**src/rtl/traffic_light_rr.sv**
```systemverilog
// Round-robin multi-approach traffic light controller.
// Ports:
//   clock, reset         : rising-edge clock, synchronous active-high reset
//   car_req[NUM_DIR]     : level car sensors, latched into pending
//   green/yellow/red     : per-approach lamp drivers (Moore decode)
//   active_dir           : approach owning the current phase
//   phase                : 0 GREEN, 1 YELLOW, 2 ALL_RED
//   pending[NUM_DIR]     : latched request vector
module traffic_light_rr #(
    parameter int NUM_DIR      = 4,
    parameter int DIR_W        = 2,
    parameter int TIMER_W      = 8,
    parameter int MIN_GREEN    = 4,
    parameter int MAX_GREEN    = 10,
    parameter int YELLOW_TIME  = 2,
    parameter int ALL_RED_TIME = 1
) (
    input  logic               clock,
    input  logic               reset,
    input  logic [NUM_DIR-1:0] car_req,
    output logic [NUM_DIR-1:0] green,
    output logic [NUM_DIR-1:0] yellow,
    output logic [NUM_DIR-1:0] red,
    output logic [DIR_W-1:0]   active_dir,
    output logic [1:0]         phase,
    output logic [NUM_DIR-1:0] pending
);

    typedef enum logic [1:0] {
        S_GREEN   = 2'd0,
        S_YELLOW  = 2'd1,
        S_ALL_RED = 2'd2
    } state_t;

    localparam logic [TIMER_W-1:0] T_MIN = TIMER_W'(MIN_GREEN - 1);
    localparam logic [TIMER_W-1:0] T_MAX = TIMER_W'(MAX_GREEN - 1);
    localparam logic [TIMER_W-1:0] T_YEL = TIMER_W'(YELLOW_TIME - 1);
    localparam logic [TIMER_W-1:0] T_AR  = TIMER_W'(ALL_RED_TIME - 1);
    localparam logic [TIMER_W-1:0] T_SAT = '1;
    localparam logic [NUM_DIR-1:0] ONE   = NUM_DIR'(1);

    state_t             state;
    logic [DIR_W-1:0]   cur;
    logic [DIR_W-1:0]   nxt;
    logic [TIMER_W-1:0] timer;

    logic [NUM_DIR-1:0] cur_oh;
    logic [NUM_DIR-1:0] nxt_oh;
    logic [NUM_DIR-1:0] set_mask;
    logic [NUM_DIR-1:0] clr_mask;
    logic               others;
    logic               req_cur;
    logic               go_yellow;
    logic               ar_done;
    logic [DIR_W-1:0]   scan_idx;
    logic               found;
    int                 j;

    assign cur_oh  = ONE << cur;
    assign nxt_oh  = ONE << nxt;
    assign others  = |(pending & ~cur_oh);
    assign req_cur = |(car_req & cur_oh);

    // Leave green only once the minimum has elapsed and someone else waits;
    // a still-occupied approach keeps green until the maximum.
    assign go_yellow = (timer >= T_MIN) && others &&
                       (!req_cur || timer >= T_MAX);

    assign ar_done = (state == S_ALL_RED) && (timer == T_AR);

    // The approach being served cannot re-latch its own request.
    assign set_mask = car_req & ~((state == S_GREEN) ? cur_oh : '0);
    assign clr_mask = ar_done ? nxt_oh : '0;

    // First pending approach after cur, wrapping at NUM_DIR.
    always_comb begin
        scan_idx = cur;
        found    = 1'b0;
        j        = 0;
        for (int k = 1; k < NUM_DIR; k++) begin
            j = int'(cur) + k;
            if (j >= NUM_DIR) j = j - NUM_DIR;
            if (!found && pending[j]) begin
                found    = 1'b1;
                scan_idx = DIR_W'(j);
            end
        end
    end

    always_ff @(posedge clock) begin
        if (reset) begin
            state   <= S_GREEN;
            cur     <= '0;
            nxt     <= '0;
            timer   <= '0;
            pending <= '0;
        end else begin
            // Clear wins over a simultaneous set.
            pending <= (pending | set_mask) & ~clr_mask;
            case (state)
                S_GREEN: begin
                    if (go_yellow) begin
                        state <= S_YELLOW;
                        nxt   <= scan_idx;
                        timer <= '0;
                    end else if (timer != T_SAT) begin
                        timer <= timer + 1'b1;
                    end
                end
                S_YELLOW: begin
                    if (timer == T_YEL) begin
                        state <= S_ALL_RED;
                        timer <= '0;
                    end else begin
                        timer <= timer + 1'b1;
                    end
                end
                S_ALL_RED: begin
                    if (timer == T_AR) begin
                        state <= S_GREEN;
                        cur   <= nxt;
                        timer <= '0;
                    end else begin
                        timer <= timer + 1'b1;
                    end
                end
                default: begin
                    state <= S_GREEN;
                    timer <= '0;
                end
            endcase
        end
    end

    always_comb begin
        green  = '0;
        yellow = '0;
        case (state)
            S_GREEN:  green  = cur_oh;
            S_YELLOW: yellow = cur_oh;
            default:  ;
        endcase
    end

    assign red        = ~(green | yellow);
    assign active_dir = cur;
    assign phase      = state;

endmodule

```
**config.mk**
```make
export PLATFORM = sky130hd
export DESIGN_NAME = traffic_light_rr
export DESIGN_NICKNAME = d
export VERILOG_FILES = /design/src/rtl/traffic_light_rr.sv
export SDC_FILE = /design/constraint.sdc
export NUM_CORES = 1
export LEC_CHECK = 0
export ABC_AREA = 1
export BUFFER_PORTS_ARGS = -buffer_cell sky130_fd_sc_hd__buf_2
export CORE_MARGIN = 2
export CORE_UTILIZATION = 38
export DETAILED_ROUTE_END_ITERATION = 10
export SLEW_MARGIN = 30
export SYNTH_ARGS = -nofsm -noshare
export SYNTH_HDL_FRONTEND = slang
export SYNTH_SLANG_ARGS = --single-unit
```
**constraint.sdc**
```tcl
create_clock -name clock -period 2.1 [get_ports clock]
set_clock_uncertainty 0.1 [all_clocks]
set_input_delay 0.105 -clock clock [delete_from_list [all_inputs] [get_ports clock]]
set_output_delay 0.105 -clock clock [all_outputs]
set_load 0.005 [all_outputs]
```
==> metrics.txt <==
number of global-route vias before repair 1259; met2 WL 1350 µm; Hold Crit Depth 3; die area 4130 µm²; Die W 64.3 µm; PD cells approximately 500 nW/µm²; routed wl met3 153 µm; grt ovf 0; syn_area_per_cell 6.25 µm²; Pre-antenna DRT Iters 4; top cells by count, synth 57 x nand2_1, 38 x inv_1, 23 x nor2_1, 18 x dfxtp_1, 16 x a21oi_1; CTS Hold Bufs 2; status completed; initial DRC count 58; Initial Util 0.404; gr usage total 0.159; Crit path required time 2200 ps; clock-pin slew on the worst setup and hold paths around 100 ps; via count 1325; Internal Power 550 µW; final HPWL from detailed placement 2390 µm; routed wire length roughly 3000 µm; clock latency on the worst-skew pair 290 ps; IO buf count 25; max cap viols 0; Lkg Pwr 0.000858 µW; CTS tree done; wire length per cell 10.0 µm; post-CTS setup buffer count 0; CTS Buffer Depth 2; kind of critical path flop to flop; Startpoint Class flop; worst slew pin tran 305 ps; synth top area cells dfxtp_1 26%, nand2_1 15%, inv_1 10%, ha_1 7.2%, nor2_1 6.3%; fmax 548 MHz; total CTS buffers 3; routability cong. 0.820; Hold Vio Cnt, Final 0; Setup TNS 0 ps; Area Growth Syn to Fin 16.8%; fin. max-slew vios 0; NetSw around 260 µW; Post-Route Utilization 0.472; critical-path maximum fanout 8; worst vdd ir ~0.34 mV; first-pass GRT wire length about 5400 µm; reg2reg path depth 14; largest net degree at the start of global routing 12; Yosys cell types 26; CP Data Arrival Time 1920 ps; M1 WL 1450 µm; layout cell share with drive strength beyond 1 0.255; FFs w/ async S/R, synth 0; max layer used met4; Ant. Diodes 0; RSZ-0062 raised after global routing no; Gate Count Post-Synth 221; Seq/Total Area, Yosys 0.261; most common cell in the synthesized netlist nand2_1; Clk pwr share 0.263; Max H-tree Level 1; EDFF count, synth 0; post-synthesis cell area 1380 µm²; DR vias/cell 4.46; Final ANT Viol Nets 0; Die Y 64.3 µm; YS warnings 0; Top Ports 26; Root Buffer clkbuf_4; Clock Sinks 18; final worst path period need 1830 ps; Hold Path Class input port to flop; fin nets 266; Setup-failing EPs final 0; commonest register cell after synthesis dfxtp_1; Sw Share 0.320; dominant cell type by area after synthesis dfxtp_1; core area 3420 µm²; sequential power share 0.476; worst rel slew slack 0.796; initial antenna violation count 0; count of state elements after synthesis 18; Gates resized, CTS repair 0; Post-Syn Nets 235; # DRC 0; CP Capture Type flop; Comb pwr share 0.260; Yosys top cell area share 0.261; site row count 21; period utilisation layout 0.869
==> power groups by stage <==
| stage | Sequential, µW | Combinational [µW] | Clock, µW |
|---|---|---|---|
| 2_1_floorplan | 389 | 162 | 0 |
| 3_3_place_gp | 394 | 210 | 0 |
| 3_5_place_dp | 393 | 209 | 0 |
| 4_1_cts | 386 | 212 | 223 |
| 5_1_grt | 389 | 240 | 237 |
| 6_report | 386 | 211 | 213 |
==> worst paths after layout <==
check	start	endpoint	slack, ps
setup / recovery	active_dir[1]$_SDFFE_PP0P_	timer[2]$_SDFFE_PP0P_	270
setup reg to reg	active_dir[1]$_SDFFE_PP0P_	timer[2]$_SDFFE_PP0P_	270
hold / removal	car_req[2]	pending[2]$_SDFF_PP0_	4
hold reg to reg	timer[0]$_SDFFE_PP0P_	timer[0]$_SDFFE_PP0P_	450
==> area by class of cell <==
cell class	count	area (µm²)
clock buffer	4	36.3
fill	374	1800
inverter	46	173
multi-input combinational	155	833
sequential	18	360
tap	46	57.6
timing repair buffer	28	153
==> per-stage QoR <==
| stage | setup WS (ps) | power [µW] | hold slack, ps | cells | cell area [µm²] |
|---|---|---|---|---|---|
| after detailed placement | 284 | 602 | 293 | 291 | 1560 |
| after floorplan | 283 | 551 | 165 | 221 | 1380 |
| after global routing | 70.4 | 867 | 48.7 | 297 | 1610 |
| after CTS | 262 | 821 | 4.81 | 297 | 1610 |
| final | 275 | 810 | 3.76 | 297 | 1610 |
| after global placement | 296 | 603 | 291 | 291 | 1560 |
==> cell usage in the layout, fill, tap and decap left out, drive strengths merged <==
cell type	instances
nor2	36
o21ai	8
dfxtp	18
nor3	3
nand3	11
inv	46
nand2	64
clkbuf	4
ha	8
o21a	1
a211oi	1
o211ai	1
buf	26
a21oi	18
nand4	1
dlygate4sd3	2
xnor2	1
xor2	2
==> cells by family (layout without fill, tap and decap cells) <==
| family | after synthesis | count (layout) | share of synthesized area |
|---|---|---|---|
| DFF | 18 | 18 | 0.261 |
| AOI/OAI and AO/OA | 29 | 29 | 0.121 |
| xor gates and xnor gates | 3 | 3 | 0.0190 |
| buffers and inverters | 48 | 78 | 0.136 |
| and+or+nand+nor | 115 | 115 | 0.390 |
| adders and majority gates | 8 | 8 | 0.0725 |
==> per-layer routing <==
metal	global-route usage	vias up
li1	-	728
met1	0.200	564
met2	0.279	31
met3	0.0194	2
met4	0.0585	0
met5	0	-
==> critical path: stages, from the launching register on <==
cell and delay, ps:
dfxtp_1 450, inv_1 120, ha_1 230, inv_2 100, nand2_1 60, nand2_1 70, nor2_2 40, nor2_2 110
nand2_2 100, nand2_2 80, nand2_4 80, nand2_1 70, nand2_1 40, nand2_1 50, inv_1 40
==> flip-flops by register name (all words and copies together) (netlist names) <==
register    count
nxt             2
active_dir      2
phase           2
timer           8
pending         4
(Power assumes the default switching activity.)
